`config.mk`:
```
export PLATFORM = sky130hd
export DESIGN_NAME = uart_fifo_transmitter
export DESIGN_NICKNAME = d
export VERILOG_FILES = /design/src/rtl/uart_pkg.sv /design/src/rtl/uart_tx_fifo.sv /design/src/rtl/uart_fifo_transmitter.sv
export SDC_FILE = /design/constraint.sdc
export NUM_CORES = 1
export LEC_CHECK = 0
export ABC_AREA = 1
export ABC_CLOCK_PERIOD_IN_PS = 5300
export BUFFER_PORTS_ARGS = -buffer_cell sky130_fd_sc_hd__buf_2
export CORE_ASPECT_RATIO = 0.5
export CORE_MARGIN = 2
export CORE_UTILIZATION = 60
export CTS_CLUSTER_DIAMETER = 60
export DETAILED_ROUTE_END_ITERATION = 16
export GPL_ROUTABILITY_DRIVEN = 0
export GPL_TIMING_DRIVEN = 0
export PLACE_DENSITY = 0.82
export SLEW_MARGIN = 20
export SYNTH_ARGS = -nofsm -noshare
export SYNTH_HDL_FRONTEND = slang
export SYNTH_SLANG_ARGS = --single-unit
export TNS_END_PERCENT = 50
```
`constraint.sdc`:
```
create_clock -name clk -period 5.3 [get_ports clk]
set_input_delay 0.265 -clock clk [delete_from_list [all_inputs] [get_ports clk]]
set_output_delay 0.265 -clock clk [all_outputs]
set_load 0.005 [all_outputs]
```
`src/rtl/uart_pkg.sv`:
```
// -----------------------------------------------------------------------------
// uart_pkg
// Shared UART definitions used by the transmit path, and meant to be reused by
// the receive path:
//   - FSM state encoding for the serializer (IDLE/START/DATA/STOP)
//   - 8N1 frame constants (start bit level, stop bit level, data bit count)
//   - symbol_edge_time(): clock cycles per serial bit, truncated
// -----------------------------------------------------------------------------
package uart_pkg;

    // State encoding, kept as plain constants so other blocks can decode a
    // captured state value without depending on the enum type.
    localparam logic [1:0] STATE_IDLE  = 2'd0;
    localparam logic [1:0] STATE_START = 2'd1;
    localparam logic [1:0] STATE_DATA  = 2'd2;
    localparam logic [1:0] STATE_STOP  = 2'd3;

    typedef enum logic [1:0] {
        IDLE  = STATE_IDLE,
        START = STATE_START,
        DATA  = STATE_DATA,
        STOP  = STATE_STOP
    } uart_state_t;

    // 8N1 framing
    localparam logic START_BIT = 1'b0;
    localparam logic STOP_BIT  = 1'b1;
    localparam int   DATA_BITS = 8;

    // Cycles per bit. Integer truncation, so the real baud rate is slightly
    // higher than requested when the ratio is not exact.
    function automatic int symbol_edge_time(input int clock_freq, input int baud_rate);
        return clock_freq / baud_rate;
    endfunction

endpackage

```
`src/rtl/uart_tx_fifo.sv`:
```
// -----------------------------------------------------------------------------
// uart_tx_fifo
// Synchronous circular FIFO with first-word fall-through read data.
// DEPTH must be a power of two (pointers wrap naturally), WIDTH is the entry
// width.
// Ports:
//   clk, rst_n      clock, asynchronous active-low reset
//   push, wdata     write request and data; ignored while full
//   pop             read request; ignored while empty
//   rdata           head entry (valid whenever empty is low)
//   full, empty     occupancy flags derived from count
//   count           number of stored entries, 0..DEPTH
// -----------------------------------------------------------------------------
module uart_tx_fifo #(
    parameter int DEPTH = 4,
    parameter int WIDTH = 8
) (
    input  logic                   clk,
    input  logic                   rst_n,
    input  logic                   push,
    input  logic [WIDTH-1:0]       wdata,
    input  logic                   pop,
    output logic [WIDTH-1:0]       rdata,
    output logic                   full,
    output logic                   empty,
    output logic [$clog2(DEPTH):0] count
);

    localparam int PTR_W = $clog2(DEPTH);
    localparam int CNT_W = $clog2(DEPTH) + 1;

    logic [WIDTH-1:0] mem [DEPTH];
    logic [PTR_W-1:0] wr_ptr;
    logic [PTR_W-1:0] rd_ptr;
    logic             do_push;
    logic             do_pop;

    // A full FIFO refuses the push even if the same edge pops; this keeps
    // ready a pure function of the registered count.
    assign full    = (count == CNT_W'(DEPTH));
    assign empty   = (count == '0);
    assign do_push = push && !full;
    assign do_pop  = pop && !empty;
    assign rdata   = mem[rd_ptr];

    always_ff @(posedge clk) begin
        if (do_push) begin
            mem[wr_ptr] <= wdata;
        end
    end

    always_ff @(posedge clk or negedge rst_n) begin
        if (!rst_n) begin
            wr_ptr <= '0;
            rd_ptr <= '0;
            count  <= '0;
        end else begin
            if (do_push) begin
                wr_ptr <= wr_ptr + 1'b1;
            end
            if (do_pop) begin
                rd_ptr <= rd_ptr + 1'b1;
            end
            case ({do_push, do_pop})
                2'b10:   count <= count + 1'b1;
                2'b01:   count <= count - 1'b1;
                default: count <= count;
            endcase
        end
    end

endmodule

```
`src/rtl/uart_fifo_transmitter.sv`:
```
// -----------------------------------------------------------------------------
// uart_fifo_transmitter
// Buffered 8N1 UART transmitter, LSB first. Bytes enter a FIFO through a
// valid/ready handshake and are serialized back-to-back onto sout.
// Ports:
//   clk, rst_n      clock, asynchronous active-low reset (aborts any frame)
//   data_in         byte to send, sampled only when accepted
//   data_in_valid   data_in is valid
//   data_in_ready   FIFO not full
//   sout            registered serial line, idle high
//   busy            serializer active or FIFO non-empty
//   count           FIFO occupancy (excludes the byte in the shifter)
// -----------------------------------------------------------------------------
module uart_fifo_transmitter
    import uart_pkg::*;
#(
    parameter int CLOCK_FREQ = 50_000_000,
    parameter int BAUD_RATE  = 115_200,
    parameter int FIFO_DEPTH = 4
) (
    input  logic                        clk,
    input  logic                        rst_n,
    input  logic [7:0]                  data_in,
    input  logic                        data_in_valid,
    output logic                        data_in_ready,
    output logic                        sout,
    output logic                        busy,
    output logic [$clog2(FIFO_DEPTH):0] count
);

    localparam int SET    = symbol_edge_time(CLOCK_FREQ, BAUD_RATE);
    localparam int BAUD_W = $clog2(SET) + 1;
    localparam int BIT_W  = $clog2(DATA_BITS);

    uart_state_t       state,    state_n;
    logic [BAUD_W-1:0] baud_cnt, baud_n;
    logic [BIT_W-1:0]  bit_idx,  bit_n;
    logic [7:0]        shift,    shift_n;
    logic              sout_n;
    logic              baud_done;

    logic              fifo_pop;
    logic              fifo_full;
    logic              fifo_empty;
    logic [7:0]        fifo_rdata;

    uart_tx_fifo #(
        .DEPTH (FIFO_DEPTH),
        .WIDTH (8)
    ) u_fifo (
        .clk   (clk),
        .rst_n (rst_n),
        .push  (data_in_valid),
        .wdata (data_in),
        .pop   (fifo_pop),
        .rdata (fifo_rdata),
        .full  (fifo_full),
        .empty (fifo_empty),
        .count (count)
    );

    assign data_in_ready = !fifo_full;
    assign busy          = (state != IDLE) || !fifo_empty;
    assign baud_done     = (baud_cnt == BAUD_W'(SET - 1));

    always_ff @(posedge clk or negedge rst_n) begin
        if (!rst_n) begin
            state    <= IDLE;
            baud_cnt <= '0;
            bit_idx  <= '0;
            shift    <= '0;
            sout     <= STOP_BIT;
        end else begin
            state    <= state_n;
            baud_cnt <= baud_n;
            bit_idx  <= bit_n;
            shift    <= shift_n;
            sout     <= sout_n;
        end
    end

    // sout is driven one edge ahead: each state loads the level of the next
    // bit on its terminal baud count, so every bit is held exactly SET cycles.
    always_comb begin
        state_n  = state;
        baud_n   = baud_cnt;
        bit_n    = bit_idx;
        shift_n  = shift;
        sout_n   = sout;
        fifo_pop = 1'b0;

        case (state)
            IDLE: begin
                sout_n = STOP_BIT;
                if (!fifo_empty) begin
                    fifo_pop = 1'b1;
                    shift_n  = fifo_rdata;
                    sout_n   = START_BIT;
                    baud_n   = '0;
                    state_n  = START;
                end
            end

            START: begin
                if (baud_done) begin
                    baud_n  = '0;
                    sout_n  = shift[0];
                    bit_n   = '0;
                    state_n = DATA;
                end else begin
                    baud_n = baud_cnt + 1'b1;
                end
            end

            DATA: begin
                if (baud_done) begin
                    baud_n = '0;
                    if (bit_idx == BIT_W'(DATA_BITS - 1)) begin
                        sout_n  = STOP_BIT;
                        state_n = STOP;
                    end else begin
                        shift_n = shift >> 1;
                        sout_n  = shift[1];
                        bit_n   = bit_idx + 1'b1;
                    end
                end else begin
                    baud_n = baud_cnt + 1'b1;
                end
            end

            STOP: begin
                if (baud_done) begin
                    baud_n = '0;
                    // Chain straight into the next start bit so queued
                    // frames go out with no idle gap.
                    if (!fifo_empty) begin
                        fifo_pop = 1'b1;
                        shift_n  = fifo_rdata;
                        sout_n   = START_BIT;
                        state_n  = START;
                    end else begin
                        state_n = IDLE;
                    end
                end else begin
                    baud_n = baud_cnt + 1'b1;
                end
            end

            default: begin
                state_n = IDLE;
                sout_n  = STOP_BIT;
            end
        endcase
    end

endmodule

```
==> metrics.md, run 1 <==
| Metric | Value |
|---|---|
| Hold Startpoint | data_in[2] |
| Post-route cell area | roughly 3500 um2 |
| Placed Area | between 3000 and 4000 um2 |
| Leakage | between 1.5 and 2 nW |
| Drt pass-1 iters | 4 |
| Grt ovf | 0 |
| DIE HEIGHT | around 55 um |
| Max Freq | slightly above 400 MHz |
| Status | complete, no violations |
| CP startpoint | baud_cnt[1]$_DFFE_PN0N_ |
| Max Cap Viol | 0 |
| CP top delay family | adder cells |
| Worst Max-Slew Pin Slew | between 0.8 and 0.9 ns |
| Clock slew at reported path FFs | about 0.070 ns |
| Die Area | between 5000 and 6000 um2 |
| Worst slew margin | 41.8% |
| Initial antenna violation count | 0 |
| Setup ws final | 2.84 ns |
| Resize count post-CTS | 0 |
| Fraction of layout cells with a size suffix above 1 | about 14% |
| Clock Sinks | between 60 and 70 |
| Chip Width | around 110 um |
| RR Startpoint | baud_cnt[1]$_DFFE_PN0N_ |
| Slowest cell on crit path | dfrtp_1 |
| Post-Route WL | ~6300 um |
| Max layer used | met4 |
| Max-slew violations | 0 |
| Clock root buffer master | clkbuf_8 |
| Top Ports | 17 |
| Final setup vio count | 0 |
| Area grow syn2layout | 13.4% |
| Post-synth net total | between 300 and 400 |
| Sequential area share after synthesis | a little under three fifths |
| Post-Route Setup TNS | 0 ns |
| RSZ-0062 raised after global routing | false |
| Htree depth | 3 |
| Syn Area/Cell | roughly 9.3 um2 |
| Clock tree buffer depth | 2 |
| Crit. End Element | flop |
| Nets | 387 |
| CP arrival | 2.69 ns |
| Post-place setup slack | 2.89 ns |
| DRC | 0 |
| Area of the core | around 5000 um2 |
| First-pass GRT wire length | 10100 um |
| Largest net degree at the start of global routing | 32 |
| Synthesized area | approximately 3100 um2 |
| Postcts setup bufs | 0 |
| Vias in the first global route | 2222 |
| CP peak stage delay | 0.40 ns |
| Synthesized instance count | 333 |
| Hold_buf cts | 1 |
| Final Hold Fails | 0 |
| Met2 wire len | 3130 um |
| Kind of critical path | reg -> reg |
| Number of distinct library cells after synthesis | 31 |
| DR iter-0 viols | 124 |
| Fill cells | about 360 |
| Worst vdd ir | just under 0.3 mV |
| Via count | between 2000 and 2500 |
| Power per Cell Area | roughly 370 nW/um2 |
| Power, Total | between 1 and 1.5 mW |
| Met3 WL | approximately 330 um |
| Yosys warns | 0 |
| Avg Vias per Cell | 5.39 |
| Most frequent cell on the critical path | inv_1 |
| Wl on met1 | between 2000 and 3000 um |
| Setup Skew | 0.00897 ns |
| N_diodes | 0 |
| CP Buf/Inv Count | 3 |
| Fin crit period | about 2.5 ns |
| Antenna-violating nets left | 0 |
| Crit share post-route | 46.4% |
| HP Class | in -> reg |
| Initial core utilization | a little over three fifths |
| Seq cells post-synth | 63 |
| Clock latency at the later pin of the worst-skew pair | approximately 0.35 ns |
| DP Wirelength | roughly 4200 um |
| Setup slack, reg-to-reg | approximately 2.8 ns |
| Crit path max fanout | 10 |
| CP Cell Sequence | inv_1, ha_1, nand2_1, nor2_4, nand3_4, nand2_4, nand3_1, inv_1, ha_1, inv_1, fa_1, a21oi_1, o21ai_0, xor2_1 |
| CTS tree | yes |
| CP required | approximately 5.5 ns |
| CTS Buf Count | 9 |
| Total GRT Usage | 23.9% |
| IO buf count | 16 |
| Startpoint types | flop |
| Drt wl/cell | about 15 um |
| Row cnt | 18 |
==> Yosys cell counts (all sizes together) <==
cell type    n  area, um2
dfrtp       30        751
ha          14        175
a22oi        1       7.51
buf          5       27.5
o21ai       14       73.8
xor2         4       35.0
inv         36        135
o22ai        3       18.8
nand4        4       25.0
nand2      122        473
a21oi        7       46.3
or2          3       21.3
fa           1       20.0
edfxtp      32        961
xnor2        2       17.5
dfstp        1       26.3
nand3       37        198
nor2        15       66.3
nor3         2       21.3
==> path summary, 6_finish.rpt <==
path	to	cells after the start
setup / recovery	u_fifo.count[2]$_DFFE_PN0P_	14
hold / removal	u_fifo.mem[0][2]$_DFFE_PP_	1
setup reg to reg	u_fifo.count[2]$_DFFE_PN0P_	14
hold reg to reg	sout$_DFFE_PN1P_	2
max in group asynchronous	shift[6]$_DFFE_PN0P_	2
min in group asynchronous	u_fifo.count[0]$_DFFE_PN0P_	2
==> stage by stage <==
stage	cells	hold slack [ns]	utilization (%)
detailed placement	419	0.349	65.9
global placement	419	0.335	65.9
finish	436	0.124	71.0
CTS	436	0.117	71.0
floorplan	333	-0.0306	-
global route	436	0.120	71.0
==> final cells by class <==
class | count | area, um2 | share of cell area, %
plain buffers | 5 | 27.5 | 0.783
flip-flops and latches | 63 | 1740 | 49.4
inverters | 36 | 135 | 3.84
clock inverters | 5 | 108 | 3.06
repair buffers | 17 | 90.1 | 2.56
well taps | 70 | 87.6 | 2.49
multi-input cells | 229 | 1200 | 34.1
clock buffers | 11 | 131 | 3.74
==> logic make-up after synthesis <==
logic type / share of synthesized area [%]
adders and majority gates: 6.30
xor gates and xnor gates: 1.70
DFF: 56.1
AOI/OAI and AO/OA: 4.72
and+or+nand+nor: 26.0
buffers and inverters: 5.25
==> layout by cell type (no fill, tap or decap), types with 2 or more instances in the layout <==
| master | n |
|---|---|
| dfrtp_1 | 30 |
| edfxtp_1 | 32 |
| o22ai_1 | 3 |
| buf_2 | 20 |
| clkbuf_1 | 2 |
| clkbuf_8 | 9 |
| nand2_2 | 3 |
| a21oi_1 | 6 |
| xnor2_1 | 2 |
| nor2_1 | 13 |
| ha_1 | 14 |
| xor2_1 | 4 |
| o21ai_0 | 8 |
| inv_1 | 32 |
| nand2_1 | 118 |
| or2_1 | 2 |
| o21ai_1 | 5 |
| inv_2 | 4 |
| nand3_1 | 36 |
| nand4_1 | 4 |
| clkinv_4 | 2 |
| bufinv_16 | 3 |
==> sequential cells by signal (all words and copies together), names as in the netlist <==
signal         cells
u_fifo.count       3
u_fifo.mem        32
shift              8
u_fifo.wr_ptr      2
state              2
bit_idx            3
u_fifo.rd_ptr      2
baud_cnt          10
sout               1
==> power breakdown <==
group	switching, mW	total [mW]	internal [mW]
Combinational	0.118	0.177	0.0590
Clock	0.196	0.510	0.314
Sequential	0.0290	0.618	0.589
==> routing by layer <==
| metal | up-vias | track usage (%) |
|---|---|---|
| met5 | - | 0 |
| met4 | 0 | 10.7 |
| met3 | 15 | 8.57 |
| met2 | 55 | 41.4 |
| met1 | 1132 | 28.0 |
| li1 | 1146 | - |
(Power assumes the default switching activity.)
==> run 2, diff against run 1 <==
ABC_AREA = 0   (was 1)
ABC_CLOCK_PERIOD_IN_PS = 2400   (was 5300)
clock period = 2.4 ns   (was 5.3 ns; I/O delays follow)
==> metrics.md, run 2 <==
| Metric | Value |
|---|---|
| Net Sw Frac | 26.2% (-0.032 points) |
| Die Area | 5720 um2 (-1.2%) |
| Clock slew at reported path FFs | 0.07 ns (about the same) |
| Htree depth | 3 (unchanged) |
| Sequential area share after synthesis | 56.8% (+0.73 points) |
| Crit. End Element | flop |
| Logic pwr share | 14.9% (+1.4 points) |
| CP required | 2.66 ns (-2.87 ns) |
| Synth area leaders | edfxtp_1 31%, dfrtp_1 25%, mux4_2 5.9%, ha_1 5.7%, mux2_2 3.7% |
| Synth top area share | 31.4% (+0.41 points) |
| Yosys warns | 0 (unchanged) |
| Initial core utilization | 62.3% (-0.24 points) |
| CP Cell Sequence | inv_2, ha_1, and3b_1, clkbuf_8, a41oi_4, nor3_4, ha_2, inv_2, fa_2, xor2_1, nor2_1, xor2_1 |
| Post-synth net total | 247 (-31%) |
| Chip Width | 105 um (-0.62%) |
| Total GRT Usage | 23.0% (-0.88 points) |
| Fin crit period | 2.38 ns (-0.0754 ns) |
| Clock latency at the later pin of the worst-skew pair | 0.34 ns (about the same) |
| Most common cell after layout, fill and taps aside | edfxtp_1 |
| Crit path max fanout | 2 (-8) |
| Post-Route Setup TNS | 0 ns (unchanged) |
| Setup Skew | 0.00687 ns (-0.00211 ns) |
| Row cnt | 18 (unchanged) |
| Drt pass-1 iters | 4 (unchanged) |
| Leakage | 1.52 nW (-6.7%) |
| Number of synthesized flops with an enable pin | 32 (unchanged) |
| Worst slew margin | 51.6% (+9.7 points) |
| Clock Sinks | 63 (unchanged) |
| Worst Max-Slew Pin Slew | 0.727 ns (-0.142 ns) |
| Max Cap Viol | 0 (unchanged) |
| Grt ovf | 0 (unchanged) |
| CTS tree | yes |
| Clock power share | 36.0% (-3.1 points) |
| Seq cells post-synth | 63 (unchanged) |
| Status | complete, no violations |
| Primary FF master, synth | edfxtp_1 |
| Most frequent cells in the layout | 32 x edfxtp_1, 29 x dfrtp_1, 17 x buf_2 |
| Cell Int Power | 2.07 mW (+110%) |
| Top cells by count, synth | 32 x edfxtp_1, 30 x dfrtp_1, 14 x ha_1 |
| Clock tree buffer depth | 2 (unchanged) |
| Antenna-violating nets left | 0 (unchanged) |
| N_diodes | 0 (unchanged) |
| Kind of critical path | reg -> reg |
| Syn Area/Cell | 13.8 um2 (+49%) |
| Via count | 1950 (-17%) |
| Largest regs | u_fifo.mem (32), baud_cnt (10), shift (8) |
| Final Hold Fails | 0 (unchanged) |
| Switching power | 0.734 mW (+110%) |
| Worst vdd ir | 0.611 mV (+100%) |
| Avg Vias per Cell | 5.74 (+6.5%) |
| Cell with the most instances after synthesis | edfxtp_1 |
| Synthesized instance count | 221 (-34%) |
| Max Freq | 420 MHz (+3.2%) |
| Startpoint types | flop |
| Largest net degree at the start of global routing | 32 (unchanged) |
| DIE HEIGHT | 54.5 um (-0.60%) |
| Placed Area | 3230 um2 (-1.1%) |
| DP Wirelength | 3720 um (-12%) |
| Slowest cell on crit path | dfrtp_1 |
| CP Buf/Inv Count | 3 (unchanged) |
| Vias in the first global route | 1946 (-12%) |
| Number of distinct library cells after synthesis | 49 (+58%) |
| Reg power frac | 49.1% (+1.7 points) |
| Crit share post-route | 99.3% (+53 points) |
| Nets | 291 (-25%) |
| HP Class | in -> reg |
| First-pass GRT wire length | 9540 um (-5.2%) |
| Post-Route WL | 5890 um (-7.1%) |
| Clock root buffer master | clkbuf_8 |
| CP arrival | 2.65 ns (-0.04 ns) |
| Initial antenna violation count | 0 (unchanged) |
| Top Ports | 17 (unchanged) |
| Max reg flops | 32 (unchanged) |
| Post-synth ARST share | 49.2% (unchanged) |
| CP peak stage delay | 0.40 ns (about the same) |
| Synthesized area | 3060 um2 (-1.3%) |
| CP top delay family | adder cells |
| Synth area leader | edfxtp_1 |
| Post-route cell area | 3640 um2 (+3.6%) |
| Area of the core | 4910 um2 (-0.91%) |
| Biggest register | u_fifo.mem |
| Power per Cell Area | 769 nW/um2 (+110%) |
| DR iter-0 viols | 137 (+10%) |
| CTS Buf Count | 9 (unchanged) |
| Area grow syn2layout | 19.1% |
| DRC | 0 (unchanged) |
| Final setup vio count | 0 (unchanged) |
| Fraction of layout cells with a size suffix above 1 | 32.2% (+18 points) |
| Drt wl/cell | 17.3 um (+19%) |
| IO buf count | 16 (unchanged) |
| Max-slew violations | 0 (unchanged) |
| RSZ-0062 raised after global routing | true |
[run 2: cell count changes in the layout (fill, tap and decap cells not counted), moves of 4 or more]
cell	before	now
nand2_1	118	10
nand3_1	36	7
inv_1	32	11
mux2_2	0	10
buf_4	1	9
dlygate4sd3_1	1	9
mux4_2	0	8
a31oi_1	0	7
mux2_4	0	7
o21ai_1	5	0
a21oi_1	6	10
and3_1	0	4
nor2_1	13	9
[run 2: metal layers]
metal	track usage, %	wire (um)
met1	28.5	2660
met4	9.33	112
met2	39.0	2850
met5	0	0
met3	7.62	253
[run 2: power groups by stage]
stage	logic, mW	clock network (mW)	registers [mW]
2_1_floorplan	0.255	0	1.38
3_3_place_gp	0.364	0	1.38
3_5_place_dp	0.392	0	1.39
4_1_cts	0.412	1.03	1.37
5_1_grt	0.466	1.07	1.39
6_report	0.416	1.01	1.38
[run 2: area by class of cell]
cell class | instances | area, um2
clock inverter | 7 | 95.1
fill | 320 | 1270
tap | 70 | 87.6
clock buffer | 9 | 124
multi-input combinational | 137 | 1260
inverter | 13 | 48.8
sequential | 63 | 1740
timing repair buffer | 33 | 230
buffer | 8 | 53.8
[run 2: kinds of logic after synthesis]
family                   Yosys count  synth area share (%)
buffers and inverters             21                  3.07
adder cells (fa/ha/maj)           15                  6.38
flip-flops                        63                  56.8
AO/OA/AOI/OAI                     41                  9.28
XOR/XNOR                           6                  1.72
multiplexers                      27                  13.7
AND/OR/NAND/NOR                   48                  9.08
[run 2: stage by stage]
| step | setup slack, ns | power [mW] | instances | hold WS [ns] | utilization, % |
|---|---|---|---|---|---|
| 6_report | 0.0174 | 2.80 | 340 | 0.205 | 74.2 |
| 4_1_cts | -0.0498 | 2.82 | 338 | 0.182 | 73.7 |
| 2_1_floorplan | 0.0507 | 1.63 | 221 | -0.176 | - |
| 3_5_place_dp | -0.219 | 1.79 | 307 | 0.221 | 65.8 |
| 3_3_place_gp | -0.139 | 1.75 | 307 | 0.201 | 65.8 |
| 5_1_grt | -0.120 | 2.92 | 340 | 0.222 | 74.2 |
[run 2: worst min-delay path, stage by stage]
cell	delay (ns)
buf_2	0.11
and2_1	0.20
xnor2_1	0.08
[run 2: worst paths after layout]
path / startpoint / end / slack (ns) / depth (start not counted)
worst min register to register: shift[6]$_DFFE_PN0P_ / shift[6]$_DFFE_PN0P_ / 0.52 / 1
worst min-delay path: data_in_valid / u_fifo.wr_ptr[0]$_DFFE_PN0P_ / 0.21 / 3
worst max-delay path: baud_cnt[1]$_DFFE_PN0N_ / u_fifo.count[2]$_DFFE_PN0P_ / 0.02 / 12
max in group asynchronous: rst_n / baud_cnt[0]$_DFFE_PN0N_ / 1.53 / 2
min in group asynchronous: rst_n / baud_cnt[5]$_DFFE_PN0N_ / 0.36 / 2
worst max register to register: baud_cnt[1]$_DFFE_PN0N_ / u_fifo.count[2]$_DFFE_PN0P_ / 0.02 / 12
[run 2: repair_timing]
action / 4_1_cts / 5_1_grt
hold buffers: 9 / 0
buffers inserted: 6 / 2
endpoints found under the hold margin: 60 / 0
pin swaps: 4 / 5
resized for setup: 7 / 4
endpoints found under the setup margin: 2 / 3
